`src/rtl/bht_counter_table_if.sv`:
```
// Prediction/update/flush bundle for bht_counter_table; the fetch/EX side is master,
// the table is slave.
interface bht_counter_table_if #(
  parameter int IDXW = 6
);
  logic [31:0]     pred_pc;
  logic            pred_taken;
  logic            pred_strong;
  logic [IDXW-1:0] pred_idx;
  logic            upd_valid;
  logic [IDXW-1:0] upd_idx;
  logic            upd_taken;
  logic            flush;

  modport master (
    output pred_pc, upd_valid, upd_idx, upd_taken, flush,
    input  pred_taken, pred_strong, pred_idx
  );

  modport slave (
    input  pred_pc, upd_valid, upd_idx, upd_taken, flush,
    output pred_taken, pred_strong, pred_idx
  );
endinterface

```
`src/rtl/bht_counter_table.sv`:
```
// Branch history table of saturating counters with same-cycle update forwarding and flush.
// Optional gshare indexing with a global history register is enabled by BHT_GSHARE_EN.
module bht_counter_table #(
  parameter int WIDTH    = 2,
  parameter int ENTRIES  = 64,
  parameter int IDX_LSB  = 2,
  parameter int INIT     = 2**(WIDTH-1)-1,
  parameter int GHR_BITS = 6
) (
  input  logic                clk,
  input  logic                reset_n,
  bht_counter_table_if.slave  bus
);
  localparam int IDXW = $clog2(ENTRIES);
  localparam logic [WIDTH-1:0] INIT_V = WIDTH'(INIT);
  localparam logic [WIDTH-1:0] MAX_V  = {WIDTH{1'b1}};
  localparam logic [WIDTH-1:0] MIN_V  = {WIDTH{1'b0}};

  logic [WIDTH-1:0] ctr_r [ENTRIES];
  logic [IDXW-1:0]  pred_idx_s;
  logic             upd_acc_s;
  logic [WIDTH-1:0] upd_next_s;
  logic [WIDTH-1:0] sel_s;
  logic             unused_pc_s;

  // Saturating step: never wraps at either end.
  function automatic logic [WIDTH-1:0] sat_next(input logic [WIDTH-1:0] c, input logic taken);
    logic [WIDTH-1:0] n;
    if (taken) begin
      n = (c == MAX_V) ? c : c + WIDTH'(1);
    end else begin
      n = (c == MIN_V) ? c : c - WIDTH'(1);
    end
    return n;
  endfunction

  assign unused_pc_s = ^bus.pred_pc;

`ifdef BHT_GSHARE_EN
  logic [GHR_BITS-1:0] ghr_r;

  // Non-speculative global history, shifted on every accepted update.
  always_ff @(posedge clk or negedge reset_n) begin
    if (!reset_n) begin
      ghr_r <= {GHR_BITS{1'b0}};
    end else if (bus.flush) begin
      ghr_r <= {GHR_BITS{1'b0}};
    end else if (bus.upd_valid) begin
      ghr_r <= {ghr_r[GHR_BITS-2:0], bus.upd_taken};
    end
  end

  // Index hashes PC bits with the zero-extended history.
  always_comb begin
    pred_idx_s = bus.pred_pc[IDX_LSB +: IDXW] ^ IDXW'(ghr_r);
  end
`else
  // Index is taken straight from the PC.
  always_comb begin
    pred_idx_s = bus.pred_pc[IDX_LSB +: IDXW];
  end
`endif

  // Reset in progress also suppresses forwarding, since that update will be discarded.
  always_comb begin
    upd_acc_s  = bus.upd_valid && !bus.flush && reset_n;
    upd_next_s = sat_next(ctr_r[bus.upd_idx], bus.upd_taken);
    if (upd_acc_s && (bus.upd_idx == pred_idx_s)) begin
      sel_s = upd_next_s;
    end else begin
      sel_s = ctr_r[pred_idx_s];
    end
  end

  // Prediction outputs derive from the selected (possibly forwarded) counter.
  always_comb begin
    bus.pred_idx    = pred_idx_s;
    bus.pred_taken  = sel_s[WIDTH-1];
    bus.pred_strong = (sel_s == MAX_V) || (sel_s == MIN_V);
  end

  // Counter table: flush beats update, reset beats both.
  always_ff @(posedge clk or negedge reset_n) begin
    if (!reset_n) begin
      for (int i = 0; i < ENTRIES; i++) begin
        ctr_r[i] <= INIT_V;
      end
    end else if (bus.flush) begin
      for (int i = 0; i < ENTRIES; i++) begin
        ctr_r[i] <= INIT_V;
      end
    end else if (bus.upd_valid) begin
      ctr_r[bus.upd_idx] <= upd_next_s;
    end
  end
endmodule

```
`src/flat_wrapper.sv`:
```
// flat-port wrapper written by rule: the top's interface ports become plain ports
module bht_counter_table_flat 
#(
  parameter int WIDTH    = 2,
  parameter int ENTRIES  = 64,
  parameter int IDX_LSB  = 2,
  parameter int INIT     = 2**(WIDTH-1)-1,
  parameter int GHR_BITS = 6
)
  (clk, reset_n, bus_pred_pc, bus_upd_valid, bus_upd_idx, bus_upd_taken, bus_flush, bus_pred_taken, bus_pred_strong, bus_pred_idx);
  bht_counter_table_if #(.IDXW(6)) bus_i ();
  input  logic clk;
  input  logic reset_n;
  input wire logic [$bits(bus_i.pred_pc)-1:0] bus_pred_pc;
  input wire logic [$bits(bus_i.upd_valid)-1:0] bus_upd_valid;
  input wire logic [$bits(bus_i.upd_idx)-1:0] bus_upd_idx;
  input wire logic [$bits(bus_i.upd_taken)-1:0] bus_upd_taken;
  input wire logic [$bits(bus_i.flush)-1:0] bus_flush;
  output wire logic [$bits(bus_i.pred_taken)-1:0] bus_pred_taken;
  output wire logic [$bits(bus_i.pred_strong)-1:0] bus_pred_strong;
  output wire logic [$bits(bus_i.pred_idx)-1:0] bus_pred_idx;
  assign bus_i.pred_pc = bus_pred_pc;
  assign bus_i.upd_valid = bus_upd_valid;
  assign bus_i.upd_idx = bus_upd_idx;
  assign bus_i.upd_taken = bus_upd_taken;
  assign bus_i.flush = bus_flush;
  assign bus_pred_taken = bus_i.pred_taken;
  assign bus_pred_strong = bus_i.pred_strong;
  assign bus_pred_idx = bus_i.pred_idx;
  bht_counter_table #(.WIDTH(WIDTH), .ENTRIES(ENTRIES), .IDX_LSB(IDX_LSB), .INIT(INIT), .GHR_BITS(GHR_BITS)) u_core (.clk(clk), .reset_n(reset_n), .bus(bus_i));
endmodule
```
`config.mk`:
```
export PLATFORM = sky130hd
export DESIGN_NAME = bht_counter_table_flat
export DESIGN_NICKNAME = d
export VERILOG_FILES = /design/src/rtl/bht_counter_table_if.sv /design/src/rtl/bht_counter_table.sv /design/src/flat_wrapper.sv
export SDC_FILE = /design/constraint.sdc
export NUM_CORES = 1
export LEC_CHECK = 0
export BUFFER_PORTS_ARGS = -buffer_cell sky130_fd_sc_hd__buf_2
export CAP_MARGIN = 20
export CORE_MARGIN = 2
export CORE_UTILIZATION = 62
export DETAILED_ROUTE_END_ITERATION = 6
export HOLD_SLACK_MARGIN = 0.08
export PLACE_DENSITY = 0.81
export SLEW_MARGIN = 25
export SYNTH_ARGS = -nofsm -noshare
export SYNTH_HDL_FRONTEND = slang
export SYNTH_SLANG_ARGS = --single-unit
```
`constraint.sdc`:
```
create_clock -name clk -period 2.7 [get_ports clk]
set_input_delay 0 -clock clk [delete_from_list [all_inputs] [get_ports clk]]
set_output_delay 0 -clock clk [all_outputs]
set_load 0.01 [all_outputs]
```
======== Word level (Yosys, flattened, before mapping) ========
Cells that the tools add are included.
operators by class
  add/sub/neg operators ................... 2
  order comparisons ....................... 3
  equality and inequality tests ........... 3
  mux-type cells .......................... 15
  bitwise gates (word level) .............. 2
  reduce and logical (&&, ||, !) cells .... 9
operator list
  cell                                                                  number
  128-bit two-way mux                                                   2
  128-bit bitwise mux                                                   1
  2-bit binary-select mux with 6-bit select                             2
  2-bit two-way mux                                                     9
  7-bit >= comparator, second input constant                            2
  6-bit inverter with 7-bit output                                      2
  2-bit demux with 6-bit select                                         1
  7-bit by 1-bit < comparator with 1-bit output, second input constant  1
  6-bit equality test                                                   1
  2-bit equality test, second input constant                            2
  1-bit logical AND                                                     4
  2-bit zero test                                                       2
  2-bit by 1-bit adder with 2-bit output, second input constant         1
  2-bit nonzero test                                                    1
  2-bit by 1-bit subtractor with 2-bit output, second input constant    1
  1-bit zero test                                                       1
  1-bit logical OR                                                      1
storage, ports and cells
  register bits after elaboration ......... 128
  input port bits ......................... 43
  output and inout bits ................... 8
  logic and storage cells ................. 98

======== Logic depth before layout (Yosys ltp) ========
Gate-level depths: netlist of run 1.
  depth after elaboration ................. 10
  mapped depth ............................ 13
  depth with buffers taken out ............ 8

======== Worst setup path before layout of run 1 ========
Ideal clock, no wire load.
  path type ............................... reg-to-reg
  start point ............................. reg u_core.ctr_r[100] (netlist name)
  end point ............................... reg u_core.ctr_r[80] (netlist name)
  setup time .............................. 0.071 ns
  data arrival time ....................... 2.184 ns
  required time ........................... 2.629 ns
  slack ................................... 0.446 ns
  stages on the path, launching flop included .. 10
  buffers on the path ..................... 1
  period minus slack after synthesis ...... 2.254 ns
  cell sequence ........................... dfstp_2 > mux4_2 > and3_1 > a31oi_1 > nand4_1 > nor3_2 > inv_1 > maj3_4 > buf_6 > o21ai_2
on the way
  cells in the longest elaborated chain, start to end .. 9
  elaborated cells between the ends (all ways) .. 13
  those cells by class .................... 2 x add/sub; 1 x eq/ne; 9 x mux; 1 x reduce/logical
RTL lines
  element                                                                    RTL line                                          text
  start: declaration                                                         bht_counter_table.sv:19                           logic [WIDTH-1:0] ctr_r [ENTRIES];
  start signal: indexed assignment                                           bht_counter_table.sv:93                           ctr_r[bus.upd_idx] <= upd_next_s;
  2-bit binary-select mux with 6-bit select *                                bht_counter_table.sv:67                           upd_next_s = sat_next(ctr_r[bus.upd_idx], bus.upd_taken);
  2-bit two-way mux (implied by the code) * (2 in series)                    bht_counter_table.sv:67
  2-bit by 1-bit subtractor with 2-bit output, or another cell as far along  bht_counter_table.sv:32                           n = (c == MIN_V) ? c : c - WIDTH'(1);
  2-bit two-way mux, on equally long branches                                bht_counter_table.sv:32, bht_counter_table.sv:30
  2-bit two-way mux *                                                        bht_counter_table.sv:29                           if (taken) begin
  128-bit bitwise mux *                                                      bht_counter_table.sv:93
  128-bit two-way mux *                                                      bht_counter_table.sv:92                           end else if (bus.upd_valid) begin
  128-bit two-way mux *                                                      bht_counter_table.sv:88                           end else if (bus.flush) begin
Every way passes the cells marked *; elsewhere a longest branch is shown, timed or not. The select of a mux whose other input is x is not followed.
A chain may end at the register's enable or synchronous reset.

======== Worst setup path in the final report of run 1 ========
  start point ............................. reg u_core.ctr_r[94] (netlist name)
  end point ............................... out bus_pred_taken
on the way
  cells in the longest elaborated chain, start to end .. 7
  elaborated cells between the ends (all ways) .. 11
  those cells by class .................... 2 x add/sub; 1 x eq/ne; 7 x mux; 1 x reduce/logical
RTL lines
  element                                                                    RTL line                                          text
  2-bit binary-select mux with 6-bit select *                                bht_counter_table.sv:67
  2-bit two-way mux (implied by the code) * (2 in series)                    bht_counter_table.sv:67
  2-bit by 1-bit subtractor with 2-bit output, or another cell as far along  bht_counter_table.sv:32
  2-bit two-way mux, on equally long branches                                bht_counter_table.sv:32, bht_counter_table.sv:30
  2-bit two-way mux *                                                        bht_counter_table.sv:29
  2-bit two-way mux *                                                        bht_counter_table.sv:68                           if (upd_acc_s && (bus.upd_idx == pred_idx_s)) begin
  end: declaration                                                           flat_wrapper.sv:19                                output wire logic [$bits(bus_i.pred_taken)-1:0] bus_pred_taken;
Marked as above.

==> metrics, run 1 <==
Synth Area in XOR/XNOR=0.831%; CTS tree=built; first-pass GRT wire length=39800 µm; FF-to-FF path depth=10; Period minus WS final=2.72 ns; Core Box Area=0.0132 mm²; worst setup path end=bus_pred_taken; remaining global-route overflow=0; number of flops mapped to enable cells by yosys=0; Finished Layout Cells=1001; TritonCTS Sinks=128; Setup Skew=0.00618 ns; Avg Vias per Cell=7.29; post-placement cell count=966; Worst R2R Setup Slack=0.04 ns; die height=121 µm; Remaining DRCs=0; vias=7302; Final Slew Violations=0; root buf cell=clkbuf_16; register area share after synthesis=38.9%; final setup fails=1; Mapped Avg Cell Area=10.8 µm²; Leakage Power=0.00368 µW; Wirelength per Cell=25.3 µm; IO Pins=51; Max rail drop VDD=0.495 mV; Tot GR Track Use=36.0%; #FFs+latches synth=128; CP Capture Type=output port; First DRT Iteration DRCs=976; Worst-path clk slew=0.06 ns; fraction of layout cells with a size suffix above 1=43.5%; antenna cells=0; ys flop type=dfstp_2; initial antenna violation count=0; Biggest register=u_core.ctr_r; switch share=26.7%; main combinational cell family by area after synthesis=compound AO/OA/AOI/OAI gates; cell area after placement=0.00892 mm²; crit-path max FO=3; site row count=42; Critical Path RT=2.70 ns; worst r2r src=u_core.ctr_r[94]; Starting Density=63.7%; proportion of synthesized area in mux cells=14.1%; Startpoint Class=register; antenna viol nets, final=0; final hold violations=0; Synth Warn #=0; WL final=25300 µm; Cells after Synth=782; CTS Buffer Depth=2; share of Yosys cell area claimed by the top area cell type=19.9%; failing checks=setup timing; Area Overhead vs Synth=15.2%; DP HPWL=16600 µm; worst hold stages=5; status=finished, violations left; largest registers=u_core.ctr_r (128); gpl congestion=0.963; # nets final=855; ys async rst share=100%; Max-cap violations=0; Netlist cell types=61; worst r2r dst=u_core.ctr_r[19]; CTS Buf Count=17; Fmax=367 MHz; fill count=842; post-synthesis adder-cell area fraction=0.297%; clock latency on the worst-skew pair=0.44 ns; Arr. time, crit path=2.72 ns; final instance area=0.00971 mm²; Mapped Nets=825; RSZ-0062 raised after global routing=yes; FF/Latch Area=0.00328 mm²; First-pass DRT Iterations=6; Slew HR=35.9%; Crit. Startpoint=u_core.ctr_r[94]; Post-synth top cells=nand2_1, a21oi_1, nand3b_1; PortBufs=24; Worst Path Class, Setup=reg2out; Syn Std Cell Area=0.00843 mm²; Combinational Power Share=14.2%; top-count cell post-synth=nand2_1; Net Switching=1400 µW; Post-Synth Simple-Gate Area=14.5%; clock power share=48.7%; HP Class=in2reg; largest net degree at the start of global routing=193; area leader, netlist=dfstp_2; die area=0.0146 mm²; power density over the cells=542 mW/mm²; max reg flops=128; H-tree depth=4; Sum Neg Setup Slack=-0.0247 ns; Final WS setup=-0.0247 ns; largest cells by area after synthesis=dfstp_2, dfrtp_1, mux4_2; Power Internal=3860 µW; Seq pwr share=37.0%; Multi-input gate area=0.00476 mm²; actual slew at the worst max-slew pin=0.962 ns; die width=121 µm; period utilization=101%; post-synthesis compound-gate area fraction=25.4%; vias in the first global route=7181
per-stage QoR:
step                worst slack, ns  power [µW]  utilization [%]  hold WS, ns
global placement              0.117        2670             67.4        0.181
CTS                         -0.0131        5240             72.6        0.155
finish                      -0.0247        5270             73.4        0.181
floorplan                     0.446        2450                -       -0.296
detailed placement           0.0128        2690             67.4        0.208
global route                 -0.102        5410             73.4        0.194
kinds of logic (layout without fill, tap and decap cells):
group	count (synthesis)	after routing
buffers and inverters	89	132
AO/OA/AOI/OAI	265	265
AND/OR/NAND/NOR	221	221
adder cells (fa/ha/maj)	2	2
flip-flops	128	128
multiplexers	69	69
XOR/XNOR	8	8
cells in the final DEF, fill, tap and decap left out, types with 7 or more instances in the layout:
cell and n:
o32ai_1 7, buf_4 52, a21oi_1 68, o22ai_1 8
nand3b_1 67, mux2_2 8, o31ai_2 50, o31ai_1 14
buf_2 22, nor2_1 16, clkbuf_16 17, o21ai_2 61
mux4_2 39, buf_12 11, and3_1 7, inv_1 10
dfrtp_1 64, a221oi_1 12, nand2_1 95, mux2i_1 20
dfstp_2 64
power groups by stage:
stage / clock [µW] / sequential, µW / combinational (µW)
6_report: 2570 / 1950 / 750
5_1_grt: 2670 / 1950 / 791
4_1_cts: 2570 / 1950 / 725
3_5_place_dp: 0 / 1980 / 712
3_3_place_gp: 0 / 1980 / 696
2_1_floorplan: 0 / 1980 / 476
timing repair:
action / in CTS / in global routing
endpoints found under the setup margin: 2 / 58
resized for setup: 5 / 14
hold buffers: 1 / 0
setup buffers: 2 / 2
pin swaps: 3 / 7
endpoints found under the hold margin: 64 / 0
critical path, cell delays in order (launching register included):
cell and delay, ns:
dfstp_2 0.54, or4b_4 0.47, o2111ai_4 0.12, o41ai_4 0.12, nand4_1 0.15, nor3_2 0.07
buf_4 0.13, maj3_4 0.36, a21boi_2 0.17, buf_2 0.16
final cells by class:
cell class,count,area share (%)
multi-input cells,565,49.0
flip-flops and latches,128,33.8
repair buffers,88,7.75
clock buffers,19,4.56
well taps,176,2.27
clock inverters,13,2.15
inverters,12,0.464
per-layer routing:
layer / global-route usage [%] / up-vias / share of wire (%)
li1: - / 3047 / -
met1: 46.8 / 3588 / 38
met2: 55.3 / 523 / 46
met3: 9.15 / 144 / 10
met4: 19.9 / 0 / 5.9
met5: 0 / - / 0
how the worst min path moves through the flow:
stage / from / to / slack [ns]
6_report: bus_upd_valid / u_core.ctr_r[16] / 0.18
5_1_grt: bus_upd_valid / u_core.ctr_r[28] / 0.19
4_1_cts: bus_upd_valid / u_core.ctr_r[16] / 0.15
3_5_place_dp: reset_n / u_core.ctr_r[119] / 0.21
3_3_place_gp: reset_n / u_core.ctr_r[107] / 0.18
2_1_floorplan: reset_n / u_core.ctr_r[101] / -0.30
Power figures use the tool's default switching activity.
==> run 2, diff against run 1 <==
--- a/config.mk
+++ b/config.mk
@@ -5,6 +5,7 @@
 export SDC_FILE = /design/constraint.sdc
 export NUM_CORES = 1
 export LEC_CHECK = 0
+export ABC_AREA = 1
 export BUFFER_PORTS_ARGS = -buffer_cell sky130_fd_sc_hd__buf_2
 export CAP_MARGIN = 20
 export CORE_MARGIN = 2
==> run 2 against run 1 <==
The run now ends clean. Via count is 23% higher. Die area grew 0.37%. First-iteration DRC count rose by 54%. Count of clock-buffer cells in the layout unchanged. Clock skew up 0.0038 ns. Flip-flop and latch count did not move. Final cell count is 47% higher. Clock power is essentially flat. Worst hold slack lost 0.087 ns. Global-route usage rose by 2.7 points. Sequential power about the same. Largest cell class unchanged.
==> metrics, run 2 <==
die height=121 µm (about the same); root buf cell=clkbuf_16 (unchanged); site row count=42 (unchanged); commonest non-fill, non-tap cell in the layout=nand2_1 (unchanged); Area Overhead vs Synth=10.1% (was 15.2%); ys async rst share=100% (unchanged); Synth Warn #=0 (unchanged); DP HPWL=16100 µm (was 16600 µm); Tot GR Track Use=38.7% (was 36.0%); TritonCTS Sinks=128 (unchanged); CTS Buffer Depth=2 (unchanged); Max-cap violations=0 (unchanged); largest registers=u_core.ctr_r (128) (unchanged); fraction of layout cells with a size suffix above 1=12.5% (was 43.5%); first-pass GRT wire length=43900 µm (was 39800 µm); Leakage Power=0.00438 µW (was 0.00368 µW); CP Cell Sequence=nand2_1 -> nand2_1 -> nand2_1 -> nand2_1 -> nand2_1 -> nand2_1 -> nand2_1 -> nand2_1 -> nor2_2 -> nand2_1 -> nand2_1 -> nand2_1 -> nand2_4 -> nand2_1 -> nand2_1 -> nand2_1 -> nand2_1 -> buf_2 (was or4b_4 -> o2111ai_4 -> o41ai_4 -> nand4_1 -> nor3_2 -> buf_4 -> maj3_4 -> a21boi_2 -> buf_2); remaining global-route overflow=0 (unchanged); #FFs+latches synth=128 (unchanged); vias=9013 (was 7302); CP Capture Type=output port (unchanged); Post-CTS Setup Repair Bufs=0 (was 2); Multi-input gate area=0.00436 mm² (was 0.00476 mm²); M1 GR Usage=52.8% (was 46.8%); vias in the first global route=8289 (was 7181); IO Pins=51 (unchanged); FF/Latch Area=0.00328 mm² (unchanged); die width=121 µm (about the same); Remaining DRCs=0 (unchanged); total design power=5230 µW (was 5270 µW); Starting Density=63.7% (about the same); CTS tree=built (unchanged); Worst-path clk slew=0.06 ns (about the same); H-tree depth=4 (unchanged); Biggest register=u_core.ctr_r (unchanged); Post-synth top cells=nand2_1, a21oi_1, nor2_1 (was nand2_1, a21oi_1, nand3b_1); die area=0.0146 mm² (about the same); area leader, netlist=nand2_1 (was dfstp_2); Core Box Area=0.0133 mm² (was 0.0132 mm²); # nets final=1330 (was 855); First-pass DRT Iterations=6 (unchanged); largest cells by area after synthesis=nand2_1, dfstp_2, dfrtp_1 (was dfstp_2, dfrtp_1, mux4_2); RSZ-0062 raised after global routing=no (was yes); actual slew at the worst max-slew pin=1.08 ns (was 0.962 ns); Largest stage delay, worst path=0.54 ns (about the same); Final Slew Violations=0 (unchanged); met2 usage=59.1% (was 55.3%); Slew HR=27.7% (was 35.9%); antenna viol nets, final=0 (unchanged); Setup Skew=0.0100 ns (was 0.00618 ns); Max rail drop VDD=0.462 mV (was 0.495 mV); antenna cells=0 (unchanged); Critical-path top delay cell=dfstp_2 (unchanged); met3 Track Usage GR=6.81% (was 9.15%); clock latency on the worst-skew pair=0.43 ns (was 0.44 ns); period utilization=91.4% (was 101%); Bufs and invs on worst path=1 (was 2); Wirelength per Cell=18.3 µm (was 25.3 µm); fill count=1096 (was 842); Arr. time, crit path=2.47 ns (was 2.72 ns); Cells after Synth=1296 (was 782); share of Yosys cell area claimed by the top area cell type=20.5% (was 19.9%); power density over the cells=562 mW/mm² (was 542 mW/mm²); Sum Neg Setup Slack=0 ns (was -0.0247 ns); largest net degree at the start of global routing=129 (was 193); pre-CTS WS=0.365 ns (was 0.0128 ns); initial antenna violation count=0 (unchanged); status=completed (was finished, violations left); ys flop type=dfstp_2 (unchanged); max reg flops=128 (unchanged); Worst Path Class, Setup=reg2out (unchanged); Syn Std Cell Area=0.00847 mm² (was 0.00843 mm²); Critical Path Most Common Cell=nand2_1; Final WS setup=0.232 ns (was -0.0247 ns); Crit path max-delay family=simple AND/OR/NAND/NOR gates (unchanged); CTS Buf Count=17 (unchanged); Avg Vias per Cell=6.11 (was 7.29); final hold violations=0 (unchanged); commonest non-fill, non-tap cells in the layout=nand2_1, a21oi_1, nor2_1, inv_1, nand3_1 (was nand2_1, a21oi_1, nand3b_1, dfstp_2, dfrtp_1); top-count cell post-synth=nand2_1 (unchanged); gpl congestion=0.965 (was 0.963); HP Class=in2reg (unchanged); number of flops mapped to enable cells by yosys=0 (unchanged); Startpoint Class=register (unchanged); First DRT Iteration DRCs=1499 (was 976); Fmax=405 MHz (was 367 MHz); Mapped Nets=1339 (was 825); Netlist cell types=29 (was 61); Final Core Density=70.1% (was 73.4%); register area share after synthesis=38.8% (was 38.9%); Critical Path RT=2.70 ns (about the same); final setup fails=0 (was 1); Period minus WS final=2.47 ns (was 2.72 ns); WL final=27000 µm (was 25300 µm); GR peak layer=met2 (unchanged); Mapped Avg Cell Area=6.53 µm² (was 10.8 µm²); crit-path max FO=17 (was 3); PortBufs=24 (unchanged)
[run 2: cell types whose count changed in the layout (fill, tap and decap cells not counted), moves of 27 or more]
cell / change
o31ai_2: -50
o21ai_2: -61
nand2_1: +368
nor2_1: +93
mux4_2: -39
inv_1: +79
nand3b_1: -67
o21ai_0: +70
nand3_1: +82
buf_4: -27
o21ai_1: +55
a21oi_1: +80
[run 2: area by class of cell]
class / instances / share of cell area (%)
Clock inverter: 13 / 2.24
Inverter: 92 / 3.71
Tap cell: 176 / 2.36
Clock buffer: 19 / 4.86
Sequential cell: 128 / 35.2
Timing Repair Buffer: 56 / 4.75
Multi-Input combinational cell: 992 / 46.8
[run 2: worst paths after layout]
kind / start / to / slack [ns] / cells after the start
setup / recovery: u_core.ctr_r[4] / bus_pred_strong / 0.23 / 18
hold / removal: bus_upd_valid / u_core.ctr_r[81] / 0.09 / 4
setup reg to reg: u_core.ctr_r[72] / u_core.ctr_r[17] / 0.48 / 13
hold reg to reg: u_core.ctr_r[82] / u_core.ctr_r[82] / 0.49 / 2
max in group asynchronous: reset_n / u_core.ctr_r[53] / 1.87 / 3
min in group asynchronous: reset_n / u_core.ctr_r[69] / 0.23 / 3
[run 2: cell families after synthesis]
kind of cell	count (synthesis)	share of synthesized area, %
DFF	128	38.8
xor gates and xnor gates	3	0.310
buffers and inverters	176	9.67
AOI/OAI and AO/OA	310	19.3
and+or+nand+nor	679	31.9
[run 2: repair_timing]
| item | CTS | global route |
|---|---|---|
| resized for setup | 0 | 0 |
| hold buffers | 2 | 0 |
| endpoints found under the hold margin | 66 | 0 |
[run 2: worst min-delay path: cells and delay by family]
family,cells,cell delay (ns)
AOI/OAI and AO/OA,1,0.16
buffers and inverters,1,0.18
and+or+nand+nor,2,0.14
[run 2: per-stage QoR]
step / instance area [µm²] / std cells / hold slack (ns)
final: 9320 / 1476 / 0.0937
after global routing: 9320 / 1476 / 0.154
after CTS: 9320 / 1476 / 0.0857
after detailed placement: 8640 / 1442 / 0.204
after global placement: 8640 / 1442 / 0.202
after floorplan: 8470 / 1296 / -0.296
[run 2: power by group]
part	switching [µW]	total [µW]	internal (µW)
Combinational	520	688	168
Clock	909	2600	1690
Sequential	8.66	1950	1940
[run 2: layer usage]
layer / up-vias / wire length [µm] / share of wire, %
met5: - / 0 / 0
met4: 0 / 1450 / 5.4
met3: 127 / 3090 / 11
met2: 638 / 11900 / 44
met1: 4071 / 10600 / 39
li1: 4177 / - / -
